$ cat src/rtl/lb_resp_pkg.sv
// Shared definitions for the lb_* bus responder: window offsets, region decode
// and the saturating counter increment.
package lb_resp_pkg;

   localparam logic [5:0]  OFF_CTRL      = 6'h00;
   localparam logic [5:0]  OFF_STAT      = 6'h10;
   localparam logic [5:0]  OFF_STICKY    = 6'h20;
   localparam logic [5:0]  OFF_MASK      = 6'h21;
   localparam logic [5:0]  OFF_WCNT      = 6'h22;
   localparam logic [5:0]  OFF_ECNT      = 6'h23;
   localparam logic [5:0]  OFF_ID        = 6'h24;
   localparam logic [31:0] UNMAPPED_WORD = 32'hDEADBEEF;

   typedef enum logic [2:0] {
      REG_CTRL,
      REG_STAT,
      REG_STICKY,
      REG_MASK,
      REG_WCNT,
      REG_ECNT,
      REG_ID,
      REG_NONE
   } region_e;

   // Counters stick at all-ones instead of wrapping.
   function automatic logic [31:0] sat_inc(input logic [31:0] v);
      return (&v) ? v : v + 32'd1;
   endfunction

   function automatic region_e decode_offset(input logic [5:0] off,
                                             input int         n_ctrl,
                                             input int         n_stat);
      region_e r;
      r = REG_NONE;
      if (off < OFF_CTRL + 6'(n_ctrl)) begin
         r = REG_CTRL;
      end else if (off >= OFF_STAT && off < OFF_STAT + 6'(n_stat)) begin
         r = REG_STAT;
      end else begin
         case (off)
            OFF_STICKY: r = REG_STICKY;
            OFF_MASK:   r = REG_MASK;
            OFF_WCNT:   r = REG_WCNT;
            OFF_ECNT:   r = REG_ECNT;
            OFF_ID:     r = REG_ID;
            default:    r = REG_NONE;
         endcase
      end
      return r;
   endfunction

endpackage

$ cat src/rtl/lb_read_pipe.sv
// Valid+data delay line for read responses. The final stage holds its data
// between valids so the master sees a stable lb_din.
module lb_read_pipe #(
   parameter int DEPTH = 2,
   parameter int W     = 32
) (
   input  logic         clk,
   input  logic         rst_n,
   input  logic         in_valid,
   input  logic [W-1:0] in_data,
   output logic         out_valid,
   output logic [W-1:0] out_data
);

   logic [DEPTH-1:0]        valid_q, valid_d;
   logic [DEPTH-1:0][W-1:0] data_q, data_d;

   // A stage only loads data alongside a valid, so idle cycles never disturb it.
   always_comb begin
      valid_d    = '0;
      data_d     = data_q;
      valid_d[0] = in_valid;
      if (in_valid) data_d[0] = in_data;
      for (int i = 1; i < DEPTH; i++) begin
         valid_d[i] = valid_q[i-1];
         if (valid_q[i-1]) data_d[i] = data_q[i-1];
      end
   end

   always_ff @(posedge clk or negedge rst_n) begin
      if (!rst_n) begin
         valid_q <= '0;
         data_q  <= '0;
      end else begin
         valid_q <= valid_d;
         data_q  <= data_d;
      end
   end

   assign out_valid = valid_q[DEPTH-1];
   assign out_data  = data_q[DEPTH-1];

endmodule

$ cat src/rtl/lb_ctl_responder.sv
// Target end of the lb_* local bus: 64-word window of control, status, sticky
// event, mask and counter registers with fixed-latency read return.
module lb_ctl_responder
   import lb_resp_pkg::*;
#(
   parameter logic [23:0] BASE_ADDR    = 24'h010000,
   parameter int          N_CTRL       = 8,
   parameter int          N_STAT       = 8,
   parameter int          READ_LAT     = 3,
   parameter logic [31:0] CTRL_DEFAULT = 32'h0,
   parameter logic [31:0] ID_WORD      = 32'h4C524553
) (
   input  logic                  lb_clk,
   input  logic                  lb_rstn,
   input  logic [23:0]           lb_addr,
   input  logic                  lb_strobe,
   input  logic                  lb_rd,
   input  logic                  lb_write,
   input  logic [31:0]           lb_data,
   output logic [31:0]           lb_din,
   output logic                  lb_rd_valid,
   output logic [32*N_CTRL-1:0]  ctrl_out,
   output logic [N_CTRL-1:0]     ctrl_we,
   input  logic [32*N_STAT-1:0]  stat_in,
   input  logic [31:0]           event_in,
   output logic                  irq
);

   localparam int PIPE_DEPTH = READ_LAT - 1;

   logic [5:0]              offset;
   logic [3:0]              idx;
   logic                    hit;
   logic                    wr_acc;
   logic                    rd_acc;
   region_e                 region;
   logic [N_STAT-1:0][31:0] stat_w;
   logic [31:0]             rd_word;
   logic [31:0]             w1c;

   logic [N_CTRL-1:0][31:0] ctrl_q, ctrl_d;
   logic [N_CTRL-1:0]       ctrl_we_q, ctrl_we_d;
   logic [31:0]             sticky_q, sticky_d;
   logic [31:0]             mask_q, mask_d;
   logic [31:0]             wcnt_q, wcnt_d;
   logic [31:0]             ecnt_q, ecnt_d;
   logic                    irq_q, irq_d;
   logic                    rd_valid_q, rd_valid_d;
   logic [31:0]             rd_data_q, rd_data_d;

   assign offset = lb_addr[5:0];
   assign idx    = offset[3:0];
   assign hit    = (lb_addr[23:6] == BASE_ADDR[23:6]);
   assign region = decode_offset(offset, N_CTRL, N_STAT);
   assign stat_w = stat_in;

   // A strobe with both lb_rd and lb_write set is treated as a read.
   assign wr_acc = lb_strobe & lb_write & ~lb_rd & hit;
   assign rd_acc = lb_strobe & lb_rd & hit;

   // NOTE: every output of this block gets a default first, so no path through
   // the case/if tree can leave a signal unassigned and infer a latch.
   always_comb begin
      rd_word = UNMAPPED_WORD;
      case (region)
         REG_CTRL: begin
            for (int k = 0; k < N_CTRL; k++) begin
               if (idx == 4'(k)) rd_word = ctrl_q[k];
            end
         end
         REG_STAT: begin
            for (int k = 0; k < N_STAT; k++) begin
               if (idx == 4'(k)) rd_word = stat_w[k];
            end
         end
         REG_STICKY: rd_word = sticky_q;
         REG_MASK:   rd_word = mask_q;
         REG_WCNT:   rd_word = wcnt_q;
         REG_ECNT:   rd_word = ecnt_q;
         REG_ID:     rd_word = ID_WORD;
         default:    rd_word = UNMAPPED_WORD;
      endcase
   end

   always_comb begin
      ctrl_d    = ctrl_q;
      ctrl_we_d = '0;
      mask_d    = mask_q;
      wcnt_d    = wcnt_q;
      ecnt_d    = ecnt_q;
      w1c       = '0;

      if (wr_acc) begin
         wcnt_d = sat_inc(wcnt_q);
         case (region)
            REG_CTRL: begin
               for (int k = 0; k < N_CTRL; k++) begin
                  if (idx == 4'(k)) begin
                     ctrl_d[k]    = lb_data;
                     ctrl_we_d[k] = 1'b1;
                  end
               end
            end
            REG_STICKY: w1c    = lb_data;
            REG_MASK:   mask_d = lb_data;
            default:    ecnt_d = sat_inc(ecnt_q);
         endcase
      end

      if (rd_acc && region == REG_NONE) ecnt_d = sat_inc(ecnt_q);

      // A new event on a bit beats a clear of that bit in the same cycle.
      sticky_d = (sticky_q & ~w1c) | event_in;
      irq_d    = |(sticky_q & mask_q);

      // Stage 1 of the read path: everything is sampled at the strobe edge.
      rd_valid_d = rd_acc;
      rd_data_d  = rd_word;
   end

   // NOTE: non-blocking assignments so every flop samples the pre-edge values,
   // regardless of the order of the statements below.
   always_ff @(posedge lb_clk or negedge lb_rstn) begin
      if (!lb_rstn) begin
         // NOTE: the control bank is a set of individual flops with a defined
         // power-up value, so it is reset unlike the contents of a RAM.
         ctrl_q     <= {N_CTRL{CTRL_DEFAULT}};
         ctrl_we_q  <= '0;
         sticky_q   <= '0;
         mask_q     <= '0;
         wcnt_q     <= '0;
         ecnt_q     <= '0;
         irq_q      <= 1'b0;
         rd_valid_q <= 1'b0;
         rd_data_q  <= '0;
      end else begin
         ctrl_q     <= ctrl_d;
         ctrl_we_q  <= ctrl_we_d;
         sticky_q   <= sticky_d;
         mask_q     <= mask_d;
         wcnt_q     <= wcnt_d;
         ecnt_q     <= ecnt_d;
         irq_q      <= irq_d;
         rd_valid_q <= rd_valid_d;
         rd_data_q  <= rd_data_d;
      end
   end

   lb_read_pipe #(
      .DEPTH (PIPE_DEPTH),
      .W     (32)
   ) u_read_pipe (
      .clk       (lb_clk),
      .rst_n     (lb_rstn),
      .in_valid  (rd_valid_q),
      .in_data   (rd_data_q),
      .out_valid (lb_rd_valid),
      .out_data  (lb_din)
   );

   assign ctrl_out = ctrl_q;
   assign ctrl_we  = ctrl_we_q;
   assign irq      = irq_q;

endmodule

$ cat config.mk
export PLATFORM = sky130hd
export DESIGN_NAME = lb_ctl_responder
export DESIGN_NICKNAME = d
export VERILOG_FILES = /design/src/rtl/lb_resp_pkg.sv /design/src/rtl/lb_read_pipe.sv /design/src/rtl/lb_ctl_responder.sv
export SDC_FILE = /design/constraint.sdc
export NUM_CORES = 1
export LEC_CHECK = 0
export CORE_UTILIZATION = 35
export DETAILED_ROUTE_END_ITERATION = 10
export HOLD_SLACK_MARGIN = 0.02
export SETUP_SLACK_MARGIN = 0.05
export SLEW_MARGIN = 0
export SYNTH_ARGS = -nofsm -noshare
export SYNTH_HDL_FRONTEND = slang
export SYNTH_SLANG_ARGS = --single-unit
export TNS_END_PERCENT = 1
$ cat constraint.sdc
create_clock -name lb_clk -period 6.3 [get_ports lb_clk]
set_clock_uncertainty 0.1 [all_clocks]
set_input_delay 1.89 -clock lb_clk [delete_from_list [all_inputs] [get_ports lb_clk]]
set_output_delay 1.89 -clock lb_clk [all_outputs]
set_load 0.02 [all_outputs]
==> flow_summary.json, run 1 <==
{
  "status": "finished, final reports clean",
  "drtIter0Drc": 2324,
  "p_leak_nw": 14.3,
  "syn_area_sq_um": 24100,
  "rsz0062_at_grt": "no",
  "place_inst": 3389,
  "core_area_sq_um": 67600,
  "maxCapViolations": 0,
  "wl_per_cell_um": 34.0,
  "gp_congestion": 0.959,
  "design.portCount": 647,
  "grt_overflow": 0,
  "num_vias": 20778,
  "placementRows": 95,
  "setup_ws_ps": 1540,
  "dp_slack_ps": 1050,
  "instances_no_fill": 3492,
  "synth_top_flop_cell": "dfrtp_1",
  "setup-violations-final": 0,
  "grt_usage_pct": 33.5,
  "cts_tree": "done",
  "clkTransAtPathRegs_ps": 60,
  "syn-num-nets": 2358,
  "hold_viol": 0,
  "grt_pass1_wl_um": 165000,
  "nets": 2924,
  "vdd_drop_max_mv": 0.202,
  "clock_path_buffers": 3,
  "netlist_top_cells_count": "dfrtp_1 (492), mux2_2 (340), nand2_1 (127), a21oi_1 (98), o21ai_0 (90)",
  "yosysSeqAreaShare_pct": 51.2,
  "cp_data_arrival_time_ps": 5130,
  "slew_viol_final": 0,
  "tns_ps": 0,
  "cts.repair.resized": 0,
  "clock_sinks": 492,
  "cp-start-kind": "input pin",
  "crit_required_ps": 6670,
  "dpl.hpwl_um": 90100,
  "slew_headroom_pct": 28.0,
  "max_freq_mhz": 210,
  "ant_nets": 0,
  "dieWidth_um": 264,
  "fin_crit_sh_pct": 75.6,
  "cts.htree.levels": 2,
  "drt-total-wl_um": 119000,
  "firstDrtPassIters": 9,
  "ctsHoldBuffers": 0,
  "hold_class": "flip-flop to flip-flop",
  "drive_above_1_share_pct": 22.0,
  "yosysMostFrequentCell": "dfrtp_1",
  "syn-mean-instance-area_sq_um": 12.0,
  "tightest_slew_ps": 1080,
  "async_flop_share_pct": 100,
  "postCtsSetupBuffers": 0,
  "ys_warn_count": 0,
  "drc_errors": 0,
  "dieArea_sq_um": 69800,
  "grt_max_degree": 139,
  "fillers": 5979,
  "antenna_found_initial": 11,
  "yosysUniqueCellTypes": 68,
  "start_util_pct": 35.6,
  "ys_seq_elements": 492,
  "cts_made_buffers": 55,
  "cts_root_buf": "clkbuf_16",
  "area_growth_syn_to_layout_pct": 37.8,
  "power.density_nw_per_um2": 224,
  "insertion_delay_ps": 620,
  "synth_top_area_share_pct": 51.2,
  "cp-end-kind": "flip-flop",
  "routed_via_density": 5.95,
  "grt_pass1_vias": 20964,
  "synth_edf_count": 0,
  "synth_top_area_cell": "dfrtp_1",
  "crit_fanout": 22,
  "portBuffers": 646,
  "critPathKind": "input pin to flip-flop",
  "synthCells": 2007,
  "fp.dieH_um": 264,
  "period_minus_slack_ps": 4760,
  "synth.area.top_cells": "dfrtp_1 (51%), mux2_2 (16%), mux4_2 (3.7%)"
}
-- worst max-delay path, cell delays in order --
cell,delay (ps)
clkdlybuf4s50_1,480
buf_4,280
inv_1,370
nand3b_1,360
a31oi_4,730
buf_12,240
o2111ai_1,420
o311ai_0,320
-- layout make-up --
type	count	area, sq um	share of cell area, %
clock buffers	76	1630	4.91
diodes	2	5.00	0.0151
flip-flops and latches	492	12300	37.2
repair buffers	704	6980	21.0
multi-input cells	1309	10800	32.4
clock inverters	25	332	1.00
inverters	11	41.3	0.125
well taps	873	1090	3.30
-- flip-flops by register name (all words and copies together) (netlist names) --
name	cells
sticky_q	32
u_read_pipe.out_data	32
rd_valid_q	1
mask_q	32
u_read_pipe.data_q	32
ctrl_out	256
wcnt_q	32
ctrl_we	8
irq	1
ecnt_q	32
rd_data_q	32
u_read_pipe.valid_q	2
-- stage by stage --
| step | hold slack [ps] | power (mW) | cell area [sq um] | util [%] |
|---|---|---|---|---|
| after floorplan | 252 | 3.45 | 24100 | - |
| after global placement | 365 | 3.94 | 31200 | 46.1 |
| after detailed placement | 367 | 3.95 | 31200 | 46.1 |
| after CTS | 380 | 7.45 | 33100 | 49.0 |
| after global routing | 390 | 7.61 | 33100 | 49.0 |
| final | 381 | 7.41 | 33100 | 49.0 |
-- cell families (layout without fill, tap and decap cells) --
group,after synthesis,after routing,synth area share (%)
XOR/XNOR,60,60,2.18
flip-flops,492,492,51.2
multiplexers,410,410,21.0
buffers and inverters,206,816,4.50
AO/OA/AOI/OAI,429,429,12.2
adder cells (fa/ha/maj),2,2,0.104
other,0,2,0
AND/OR/NAND/NOR,408,408,8.80
-- final timing paths --
check / slack (ps) / start / depth (start not counted) / to
worst max register to register: 3500 / wcnt_q[24] / 5 / wcnt_q[21]
worst min-delay path: 380 / rd_data_q[27] / 1 / u_read_pipe.data_q[27]
worst max-delay path: 1540 / lb_addr[3] / 8 / rd_data_q[28]
min in group asynchronous: 1160 / lb_rstn / 1 / u_read_pipe.out_data[17]
max in group asynchronous: 3610 / lb_rstn / 2 / ctrl_out[71]
worst min register to register: 380 / rd_data_q[27] / 1 / u_read_pipe.data_q[27]
-- report_power, final --
| group | switching [mW] | total [mW] | leakage [nW] | internal (mW) |
|---|---|---|---|---|
| Combinational | 0.401 | 0.694 | 6.74 | 0.293 |
| Sequential | 0.0254 | 3.20 | 6.61 | 3.18 |
| Clock | 1.39 | 3.51 | 0.979 | 2.12 |
| Total | 1.82 | 7.41 | 14.3 | 5.59 |
-- placed cells by master (no fill, tap or decap), types with 16 or more instances in the layout --
| cell | Yosys | layout |
|---|---|---|
| a211oi_1 | 16 | 16 |
| a21o_1 | 57 | 57 |
| a21oi_1 | 98 | 98 |
| a222oi_1 | 37 | 37 |
| a22oi_1 | 34 | 34 |
| and3_1 | 20 | 20 |
| buf_4 | 64 | 53 |
| clkbuf_16 | 0 | 57 |
| clkdlybuf4s50_1 | 0 | 642 |
| dfrtp_1 | 492 | 491 |
| mux2_2 | 340 | 340 |
| mux4_2 | 40 | 40 |
| nand2_1 | 127 | 121 |
| nand3_1 | 55 | 55 |
| nand4_1 | 29 | 29 |
| nor2_1 | 65 | 63 |
| o21ai_0 | 90 | 90 |
| o221ai_1 | 23 | 23 |
| or3_1 | 21 | 21 |
| xnor2_1 | 50 | 50 |
-- metal layers --
layer	up-vias	global-route usage [%]	share of wire [%]
met4	12	12.2	4.1
met3	189	7.94	8.5
met1	10774	44.1	41
li1	8603	-	-
met5	-	0	0.069
met2	1200	53.7	47
(Power assumes the default switching activity.)
==> run 2: changes to the inputs <==
- clock period: 6.3 -> 4.4 ns (I/O delays scaled with it)
==> flow_summary.json, run 2 (synthesis results as in run 1) <==
{
  "status": "finished, final reports clean",
  "vdd_drop_max_mv": 0.254,
  "hold_class": "flip-flop to flip-flop",
  "cts_tree": "done",
  "wl_per_cell_um": 34.2,
  "grt_pass1_wl_um": 168000,
  "tns_ps": 0,
  "insertion_delay_ps": 630,
  "reg2reg_slack_ps": 1500,
  "hold_viol": 0,
  "antenna_found_initial": 10,
  "cts_root_buf": "clkbuf_16",
  "placed_area_sq_um": 31800,
  "placementRows": 95,
  "cp_slowest_cell": "clkdlybuf4s50_1",
  "grt_usage_pct": 34.1,
  "dpl.hpwl_um": 93300,
  "setup-violations-final": 0,
  "dieWidth_um": 264,
  "firstDrtPassIters": 6,
  "core_area_sq_um": 67600,
  "endpoint": "rd_data_q[15]",
  "cp-end-kind": "flip-flop",
  "slew_viol_final": 0,
  "drtIter0Drc": 1972,
  "final_cell_mix": "clkdlybuf4s50_1 (642), dfrtp_1 (491), mux2_2 (340)",
  "final_cell_area_sq_um": 33700,
  "max_stage_delay_ps": 630,
  "postCtsSetupBuffers": 0,
  "routed_via_density": 5.95,
  "critPathKind": "input pin to flip-flop",
  "power.density_nw_per_um2": 311,
  "fp.dieH_um": 264,
  "grt_overflow": 0,
  "crit_family": "simple AND/OR/NAND/NOR gates",
  "layout_commonest_cell": "clkdlybuf4s50_1",
  "period_minus_slack_ps": 3990,
  "max_freq_mhz": 250,
  "largest_reg_flops": 256,
  "cp_num_cells": 8,
  "tightest_slew_ps": 1220,
  "r2r-end": "ecnt_q[10]",
  "area_growth_syn_to_layout_pct": 39.9,
  "p_leak_nw": 14.6,
  "slew_headroom_pct": 18.4,
  "cp-start-kind": "input pin",
  "total_power_mw": 10.5,
  "rsz0062_at_grt": "no",
  "path_common_cell": "buf_4",
  "worstRegToRegCells": 8,
  "path_cells": "clkdlybuf4s50_1, buf_4, nand4b_1, nor3_2, buf_4, a222oi_1, nand3_1, or3_1",
  "clock_sinks": 492,
  "drc_errors": 0,
  "ctsHoldBuffers": 0,
  "ant_nets": 0,
  "clock_path_buffers": 3,
  "cts.repair.resized": 0,
  "portBuffers": 646,
  "clkTransAtPathRegs_ps": 60,
  "dp_slack_ps": -65.6,
  "grt_pass1_vias": 21153,
  "drt-total-wl_um": 121000,
  "gp_congestion": 0.958,
  "drive_above_1_share_pct": 23.2,
  "startpoint": "lb_addr[3]",
  "dieArea_sq_um": 69800,
  "grt_max_degree": 84,
  "num_vias": 21078,
  "critPathBufInv": 3,
  "cts.htree.levels": 2,
  "cts_made_buffers": 54,
  "design.portCount": 647,
  "crit_required_ps": 4810,
  "fin_crit_sh_pct": 90.8,
  "maxCapViolations": 0,
  "nets": 2975,
  "fin_util_pct": 49.8,
  "cp_data_arrival_time_ps": 4400,
  "rr_startpoint": "ecnt_q[0]",
  "setup_ws_ps": 405,
  "start_util_pct": 35.6,
  "crit_fanout": 10
}
==> run 2: cell count changes in the layout (fill, tap and decap cells not counted), sizes merged <==
cell	before	now
buf	62	114
clkinv	16	10
clkbuf	76	79
bufinv	8	6
clkinvlp	1	3
inv	11	10
diode	2	5
==> run 2: stage by stage <==
step / hold slack (ps) / cells
after floorplan: 252 / 2007
after global placement: 359 / 3441
after detailed placement: 365 / 3441
after CTS: 360 / 3538
after global routing: 384 / 3540
final: 379 / 3543
==> run 2: worst register-to-register path: stages, from the launching register on <==
cell and delay (ps):
dfrtp_1 440, ha_1 270, and4_1 270, nand4_1 170, nor4_1 100, nor3_2 890
buf_4 280, nand4_1 110, xnor2_1 140
==> run 2: metal layers <==
metal,track usage (%),part of all wire (%)
met3,8.55,9.0
met4,12.6,3.8
met1,45.0,41
met5,0,0.068
met2,54.1,46
==> run 2: worst min-delay path by stage <==
stage / to / cells after the start / startpoint
floorplan: u_read_pipe.valid_q[0] / 0 / rd_valid_q
global placement: u_read_pipe.data_q[16] / 1 / rd_data_q[16]
detailed placement: u_read_pipe.data_q[3] / 1 / rd_data_q[3]
CTS: u_read_pipe.data_q[20] / 1 / rd_data_q[20]
global route: u_read_pipe.data_q[5] / 1 / rd_data_q[5]
finish: u_read_pipe.data_q[3] / 1 / rd_data_q[3]
==> run 2: final cells by class <==
class	instances	area (sq um)
diodes	5	12.5
clock buffers	79	1600
clock inverters	18	270
fillers	6056	34000
inverters	11	41.3
multi-input cells	1309	10800
flip-flops and latches	492	12300
well taps	873	1090
repair buffers	756	7580
==> run 2: power breakdown <==
group	internal, mW	switching, mW
registers	4.55	0.0118
clock network	2.86	1.98
logic	0.447	0.601
total	7.86	2.60
==> run 3: changes to the inputs <==
- CELL_PAD_IN_SITES_DETAIL_PLACEMENT: unset -> 0
- CELL_PAD_IN_SITES_GLOBAL_PLACEMENT: unset -> 2
- CORE_UTILIZATION: 35 -> 32
- PLACE_DENSITY_LB_ADDON: unset -> 0.1
==> flow_summary.json, run 3 (synthesis results as in run 1) <==
{
  "grt_pass1_vias": 21040,
  "drt-total-wl_um": 121000,
  "portBuffers": 646,
  "crit_fanout": 32,
  "critPathKind": "input pin to flip-flop",
  "cts_tree": "done",
  "period_minus_slack_ps": 3750,
  "cts.repair.resized": 0,
  "nets": 2993,
  "cts_made_buffers": 57,
  "tightest_slew_ps": 1030,
  "ctsHoldBuffers": 0,
  "drtIter0Drc": 2034,
  "switchingPower_mw": 2.56,
  "p_int_mw": 7.78,
  "instances_no_fill": 3668,
  "start_util_pct": 32.3,
  "area_growth_syn_to_layout_pct": 41.3,
  "firstDrtPassIters": 9,
  "insertion_delay_ps": 640,
  "multi_input_area_sq_um": 10800,
  "p_leak_nw": 14.7,
  "seq_area_sq_um": 12300,
  "max_freq_mhz": 267,
  "postCtsSetupBuffers": 0,
  "grt_usage_pct": 31.2,
  "drive_above_1_share_pct": 23.6,
  "hold_viol": 0,
  "dieArea_sq_um": 76300,
  "fp.dieH_um": 276,
  "grt_overflow": 0,
  "cts_root_buf": "clkbuf_16",
  "ant_nets": 0,
  "slew_viol_final": 0,
  "place_inst": 3552,
  "clock_sinks": 492,
  "maxCapViolations": 0,
  "slew_headroom_pct": 30.8,
  "status": "finished, final reports clean",
  "num_vias": 20503,
  "core_area_sq_um": 74400,
  "netSwitchingFraction_pct": 24.8,
  "cts.htree.levels": 2,
  "dpl.hpwl_um": 93800,
  "drc_errors": 0,
  "pwr-share-clk_pct": 46.0,
  "design.portCount": 647,
  "cp-start-kind": "input pin",
  "clock_path_buffers": 3,
  "largest_reg_flops": 256,
  "rsz0062_at_grt": "no",
  "grt_max_degree": 87,
  "seq_power_share_pct": 44.1,
  "grt_pass1_wl_um": 169000,
  "fin_crit_sh_pct": 85.2,
  "holdWs_ps": 370,
  "gp_congestion": 0.907,
  "final_cell_mix": "clkdlybuf4s50_1 (642), dfrtp_1 (492), mux2_2 (340)",
  "vdd_drop_max_mv": 0.262,
  "clkTransAtPathRegs_ps": 60,
  "power.density_nw_per_um2": 304,
  "fillers": 7009,
  "cp_data_arrival_time_ps": 4150,
  "setup_ws_ps": 650,
  "wl_per_cell_um": 32.9,
  "p_comb_share_pct": 9.9,
  "tns_ps": 0,
  "placementRows": 100,
  "layout_commonest_cell": "clkdlybuf4s50_1",
  "antenna_found_initial": 21,
  "setup-violations-final": 0,
  "hold_class": "flip-flop to flip-flop",
  "dp_slack_ps": 67.8,
  "dieWidth_um": 276,
  "crit_required_ps": 4800,
  "routed_via_density": 5.59,
  "cp-end-kind": "flip-flop"
}
-- run 3: changes by cell type in the layout (fill, tap and decap cells not counted), moves of 3 or more --
cell and delta:
clkinv_2 +3, diode_2 +7, clkbuf_1 +5, buf_4 +7
clkbuf_16 +3, bufinv_16 -3, buf_12 +8
-- run 3: area by class of cell --
cell class	count	area share [%]
Antenna cell	12	0.0883
Inverter	11	0.121
Tap cell	969	3.57
Multi-Input combinational cell	1309	31.6
Clock inverter	19	0.571
Timing Repair Buffer	771	22.9
Sequential cell	492	36.2
Clock buffer	85	4.89
-- run 3: stage by stage --
| stage | total power, mW | util, % | cell area [sq um] |
|---|---|---|---|
| 3_3_place_gp | 5.67 | 43.1 | 32100 |
| 4_1_cts | 10.4 | 45.6 | 34000 |
| 3_5_place_dp | 5.67 | 43.1 | 32100 |
| 6_report | 10.3 | 45.7 | 34000 |
| 2_1_floorplan | 4.93 | - | 24100 |
| 5_1_grt | 10.7 | 45.7 | 34000 |
-- run 3: critical path, stage by stage --
cell and delay (ps):
clkdlybuf4s50_1 780, nand2b_1 350, nor2_2 80, buf_12 170, a222oi_1 760, buf_4 230, nand3_1 90, or3_1 340
-- run 3: final timing paths --
kind | from | end | slack (ps) | cells past startpoint
max | lb_addr[5] | rd_data_q[16] | 650 | 8
min | rd_data_q[27] | u_read_pipe.data_q[27] | 370 | 1
max reg2reg | ecnt_q[3] | ecnt_q[31] | 1740 | 6
min reg2reg | rd_data_q[27] | u_read_pipe.data_q[27] | 370 | 1
max in group asynchronous | lb_rstn | ctrl_out[186] | 2520 | 3
min in group asynchronous | lb_rstn | u_read_pipe.out_data[13] | 580 | 1
-- run 3: power by group through the flow --
stage / sequential [mW] / combinational [mW] / clock, mW
final: 4.56 / 1.03 / 4.75
after global routing: 4.56 / 1.08 / 5.02
after CTS: 4.56 / 1.03 / 4.83
after detailed placement: 4.64 / 1.03 / 0
after global placement: 4.64 / 1.03 / 0
after floorplan: 4.64 / 0.298 / 0
-- run 3: per-layer routing --
metal  vias up  global-route usage [%]  wire [um]
met1     10660                    40.6      50000
li1       8773                       -          -
met5         -                       0        124
met2       890                    51.4      57600
met4        18                    10.0       3840
met3       162                    7.07       8930
